<file path="config.mk">
export PLATFORM = sky130hd
export DESIGN_NAME = pc_redirect_unit
export DESIGN_NICKNAME = d
export VERILOG_FILES = /design/src/rtl/pc_redirect_unit_pkg.sv /design/src/rtl/pc_flush_counter.sv /design/src/rtl/pc_redirect_unit.sv
export SDC_FILE = /design/constraint.sdc
export NUM_CORES = 1
export LEC_CHECK = 0
export BUFFER_PORTS_ARGS = -buffer_cell sky130_fd_sc_hd__buf_2
export CAP_MARGIN = 20
export CELL_PAD_IN_SITES_DETAIL_PLACEMENT = 1
export CELL_PAD_IN_SITES_GLOBAL_PLACEMENT = 1
export CORE_MARGIN = 2
export CORE_UTILIZATION = 30
export CTS_CLUSTER_DIAMETER = 30
export DETAILED_ROUTE_END_ITERATION = 7
export MAX_ROUTING_LAYER = met4
export PLACE_DENSITY = 0.6
export RECOVER_POWER = 50
export SYNTH_ARGS = -nofsm -noshare
export SYNTH_HDL_FRONTEND = slang
export SYNTH_SLANG_ARGS = --single-unit
</file>
<file path="constraint.sdc">
create_clock -name CLK -period 2.35 [get_ports CLK]
set_input_delay 0.235 -clock CLK [delete_from_list [all_inputs] [get_ports CLK]]
set_output_delay 0.235 -clock CLK [all_outputs]
set_load 0.01 [all_outputs]
</file>
<file path="src/rtl/pc_redirect_unit_pkg.sv">
// Shared types and constants for the fetch-side PC redirect unit.
// Optional feature macro: PC_REDIRECT_MISALIGN_TRAP_EN.
package pc_redirect_unit_pkg;

    localparam int unsigned PC_W        = 32;
    localparam int unsigned FLUSH_CNT_W = 3;

    localparam logic [PC_W-1:0] DEFAULT_RESET_VECTOR = 32'h0000_0000;
    localparam logic [PC_W-1:0] DEFAULT_TRAP_VECTOR  = 32'h0000_0100;

    typedef enum logic [1:0] {
        RUN       = 2'd0,
        HOLD      = 2'd1,
        HOLD_PEND = 2'd2,
        FLUSH     = 2'd3
    } state_t;

`ifdef PC_REDIRECT_MISALIGN_TRAP_EN
    localparam logic [PC_W-1:0] NORM_MASK = 32'hFFFF_FFFE;
`else
    localparam logic [PC_W-1:0] NORM_MASK = 32'hFFFF_FFFC;
`endif

    // Bit1 survives only when the misalign trap is built in, so it can be detected.
    function automatic logic [PC_W-1:0] normalise_target(input logic [PC_W-1:0] target);
        return target & NORM_MASK;
    endfunction

endpackage

</file>
<file path="src/rtl/pc_flush_counter.sv">
// Flush-window counter: loads on redirect, counts down on non-stalled cycles,
// and owns the registered flush flag.
module pc_flush_counter
    import pc_redirect_unit_pkg::*;
#(
    parameter int unsigned FLUSH_CYCLES = 2
) (
    input  logic clk,
    input  logic rst_n,
    input  logic load,
    input  logic stall,
    output logic flush,
    output logic done
);

    logic [FLUSH_CNT_W-1:0] count;

    always_ff @(posedge clk or negedge rst_n) begin
        if (!rst_n) begin
            count <= '0;
            flush <= 1'b0;
        end else if (load) begin
            count <= FLUSH_CNT_W'(FLUSH_CYCLES);
            flush <= 1'b1;
        end else if (flush && !stall) begin
            count <= count - 3'd1;
            if (count == 3'd1)
                flush <= 1'b0;
        end
    end

    assign done = flush && !stall && (count == 3'd1);

endmodule

</file>
<file path="src/rtl/pc_redirect_unit.sv">
// Architectural PC, sequential PC+4 path, stall-latched redirects and flush pulses.
// Optional feature macro: PC_REDIRECT_MISALIGN_TRAP_EN (misaligned redirect traps).
module pc_redirect_unit
    import pc_redirect_unit_pkg::*;
#(
    parameter logic [PC_W-1:0] RESET_VECTOR = DEFAULT_RESET_VECTOR,
    parameter int unsigned     FLUSH_CYCLES = 2,
    parameter logic [PC_W-1:0] TRAP_VECTOR  = DEFAULT_TRAP_VECTOR
) (
    input  logic            CLK,
    input  logic            RESET,
    input  logic            branch_jump_mux_signal,
    input  logic [PC_W-1:0] Branch_jump_PC_OUT,
    input  logic            busywait,
    output logic [PC_W-1:0] PC,
    output logic [PC_W-1:0] PC_plus_4,
    output logic            if_id_flush,
    output logic            id_ex_flush,
    output logic            redirect_pending,
    output logic            misalign_trap
);

    state_t          state, next_state;
    logic [PC_W-1:0] next_pc, pend_target, next_pend;
    logic [PC_W-1:0] req_target, apply_target;
    logic            apply, load_flush, flush, flush_done;
    logic            trap_next;

    assign req_target = normalise_target(Branch_jump_PC_OUT);

    pc_flush_counter #(
        .FLUSH_CYCLES(FLUSH_CYCLES)
    ) u_flush_counter (
        .clk  (CLK),
        .rst_n(RESET),
        .load (load_flush),
        .stall(busywait),
        .flush(flush),
        .done (flush_done)
    );

    always_comb begin
        next_state   = state;
        next_pc      = PC;
        next_pend    = pend_target;
        apply        = 1'b0;
        apply_target = req_target;
        load_flush   = 1'b0;
        trap_next    = 1'b0;

        case (state)
            RUN, HOLD: begin
                if (busywait) begin
                    if (branch_jump_mux_signal) begin
                        next_pend  = req_target;
                        next_state = HOLD_PEND;
                    end else begin
                        next_state = HOLD;
                    end
                end else if (branch_jump_mux_signal) begin
                    apply = 1'b1;
                end else begin
                    next_pc    = PC + 32'd4;
                    next_state = RUN;
                end
            end
            // EX is frozen and re-presents the same branch, so later requests are ignored.
            HOLD_PEND: begin
                if (!busywait) begin
                    apply        = 1'b1;
                    apply_target = pend_target;
                end
            end
            FLUSH: begin
                if (!busywait) begin
                    next_pc = PC + 32'd4;
                    if (flush_done)
                        next_state = RUN;
                end
            end
        endcase

        if (apply) begin
            load_flush = 1'b1;
            next_state = FLUSH;
`ifdef PC_REDIRECT_MISALIGN_TRAP_EN
            if (apply_target[1]) begin
                next_pc   = TRAP_VECTOR;
                trap_next = 1'b1;
            end else begin
                next_pc = apply_target;
            end
`else
            next_pc = apply_target;
`endif
        end
    end

    always_ff @(posedge CLK or negedge RESET) begin
        if (!RESET) begin
            state       <= RUN;
            PC          <= RESET_VECTOR;
            pend_target <= '0;
        end else begin
            state       <= next_state;
            PC          <= next_pc;
            pend_target <= next_pend;
        end
    end

`ifdef PC_REDIRECT_MISALIGN_TRAP_EN
    always_ff @(posedge CLK or negedge RESET) begin
        if (!RESET)
            misalign_trap <= 1'b0;
        else
            misalign_trap <= trap_next;
    end
`else
    logic unused_trap;
    assign unused_trap   = ^{TRAP_VECTOR, trap_next};
    assign misalign_trap = 1'b0;
`endif

    assign PC_plus_4        = PC + 32'd4;
    assign if_id_flush      = flush;
    assign id_ex_flush      = flush;
    assign redirect_pending = (state == HOLD_PEND);

endmodule

</file>
==> impl_metrics.json <==
{
  "syn-instance-count": 419,
  "vias": 3927,
  "area_growth_pct": 32.37,
  "avgSynthCellArea_sq_um": 9.974,
  "crit_fanout": 8,
  "drt-wirelength-per-cell_um": 19.13,
  "clock_skew_ns": 0.005698,
  "root_buffer": "clkbuf_16",
  "die_width_um": 122.0,
  "ys_seq_area_share_pct": 39.52,
  "globalplace.congestion": 0.8133,
  "wl_um": 13930,
  "initial_core_util_pct": 30.46,
  "grt_max_degree": 45,
  "fp.coreArea_sq_mm": 0.01372,
  "violations": "capacitance limit, slew limit",
  "htree_levels": 3,
  "worstHoldPathType": "in2reg",
  "initialDrtViolationCount": 203,
  "clk_path_buf_depth": 2,
  "numCtsBuffers": 9,
  "yosysWarnings": 0,
  "synth-async-reset-ratio_pct": 100.0,
  "synth_edf_count": 0,
  "drc": 0,
  "worst_ep_required_time_ns": 2.12,
  "finalSetupViolations": 0,
  "clk_pin_slew_worst_paths_ns": 0.06,
  "synth.distinct_cells": 53,
  "max-cap-violations": 1,
  "fin_util_pct": 40.32,
  "drive_gt1_share_pct": 36.86,
  "final_cell_mix": "buf_2 (83), dfrtp_1 (55), buf_4 (37)",
  "rows": 43,
  "slew-limit-headroom_pct": -2.156,
  "multiInputGateArea_sq_mm": 0.002392,
  "dp_hpwl_um": 9597,
  "cts_tree": "done",
  "track_usage_pct": 19.92,
  "layout_commonest_cell": "buf_2",
  "die_y_um": 122.0,
  "antenna-diode-count": 0,
  "finalCritPeriodShare_pct": 95.28,
  "max_freq_mhz": 446.6,
  "synthFlopType": "dfrtp_1",
  "cp.arrival_ns": 2.00,
  "viasPerCell": 5.394,
  "status": "complete, but fails checks",
  "yosys.area.top_type": "dfrtp_1",
  "worstReg2RegStart": "state[1]",
  "nFillCells": 1607,
  "crit_path_end_kind": "output pin",
  "regArea_sq_mm": 0.001665,
  "first_pass_iters": 4,
  "p_per_area_mw_per_mm2": 1290,
  "dp.cells": 691,
  "final-max-slew-violation-count": 23,
  "startpoint_type": "flop",
  "min_from": "Branch_jump_PC_OUT[16]",
  "grt_first_pass_wirelength_um": 21910,
  "die_area_sq_mm": 0.01489,
  "finalCriticalPeriod_ns": 2.239,
  "antenna_found_initial": 0,
  "nets": 583,
  "synth_seq_cells": 66,
  "netlist_area_sq_mm": 0.004179,
  "io_pins": 104,
  "fin_cells": 728,
  "leakage_uw": 0.002514,
  "crit_start": "PC[3]",
  "ir_worst_vdd_mv": 0.4272,
  "grt_pass1_vias": 4102,
  "drtAntennaViolNets": 0,
  "cts_sinks": 66,
  "grt-ovfl-total": 0,
  "ys_top_cells_by_area": "dfrtp_1 (40%), mux2_2 (8.9%), mux2i_1 (4.1%)",
  "path_class": "reg2out",
  "synth_top_area_share_pct": 39.52,
  "io_buffers": 96,
  "tightest_slew_ns": 1.532,
  "hold_viol_final": 0,
  "clk_latency_ns": 0.34
}
-- report_power, final --
group	internal [uW]	switching, uW	total (uW)	leakage, uW
registers	1680	545	2220	0.000787
logic	1660	1850	3500	0.00158
clock network	901	512	1410	0.000152
-- layer usage --
layer  vias to the layer above  global-route usage (%)  wire, um
met5                         -                       -         0
met2                       102                   32.54      6782
met3                        20                   3.043       588
met1                      1991                   24.81      6270
li1                       1814                       -         -
met4                         0                   7.830       287
-- final cells by class --
cell class                      instances  share of cell area [%]
Clock buffer                           13                   4.886
Clock inverter                          2                  0.6333
Inverter                               10                  0.6786
Multi-Input combinational cell        310                   43.25
Sequential cell                        66                   30.11
Tap cell                              180                   4.071
Timing Repair Buffer                  147                   16.38
-- registers in the layout, indices dropped and copies added (netlist names) --
| signal | count |
|---|---|
| u_flush_counter.count | 3 |
| u_flush_counter.flush | 1 |
| pend_target | 30 |
| PC | 30 |
| state | 2 |
-- stage by stage --
stage / power, uW / TNS [ns] / instance area, sq um / setup WS (ns) / hold slack, ns
4_1_cts: 6996 / 0 / 5350 / 0.01106 / 0.1267
3_5_place_dp: 5506 / 0 / 4984 / 0.1614 / 0.2867
5_1_grt: 7660 / -0.007009 / 5532 / -0.007009 / 0.1348
6_report: 7138 / 0 / 5532 / 0.1109 / 0.1358
3_3_place_gp: 5372 / 0 / 4984 / 0.2153 / 0.2760
2_1_floorplan: 4191 / 0 / 4194 / 0.4003 / -0.06059
-- cells in the mapped netlist, types with 10 or more instances --
| cell | n |
|---|---|
| mux2i_1 | 17 |
| xnor2_1 | 15 |
| dfrtp_1 | 66 |
| buf_2 | 18 |
| o21ai_0 | 15 |
| clkbuf_1 | 11 |
| o22ai_1 | 10 |
| nor2_1 | 15 |
| and3_1 | 11 |
| mux2_2 | 33 |
| nor3_1 | 15 |
| xor2_1 | 11 |
| inv_1 | 10 |
| nand2_1 | 32 |
-- final timing paths --
check,end,slack (ns),depth (start not counted)
setup / recovery,PC_plus_4[26],0.11,6
setup reg to reg,PC[18],0.25,5
min in group asynchronous,pend_target[29],0.80,2
max in group asynchronous,PC[20],0.54,2
hold reg to reg,pend_target[13],0.50,1
hold / removal,pend_target[16],0.14,2
-- critical path, cell delays in order (launching register included) --
cell	delay (ns)
dfrtp_2	0.45
ha_4	0.19
nand3_4	0.17
nor3_4	0.28
and3_1	0.26
xor2_1	0.16
buf_2	0.15
-- cells by family after synthesis --
kind of cell | synth area share, %
compound gates | 17.16
xor+xnor | 5.449
fa+ha+maj | 0.8983
buf+inv | 5.479
flops | 39.52
mux | 12.96
other cells | 0.08973
simple gates | 18.44
-- timing repair --
item                                    CTS  global route
endpoints found under the setup margin   16            14
hold buffers                              1             0
resized for setup                        13             8
cloned                                    0             1
buffers inserted                          0            20
hold endpoints to repair                 22             0
pin swaps                                 2             5
No activity file was read; power rests on OpenSTA's default activity.
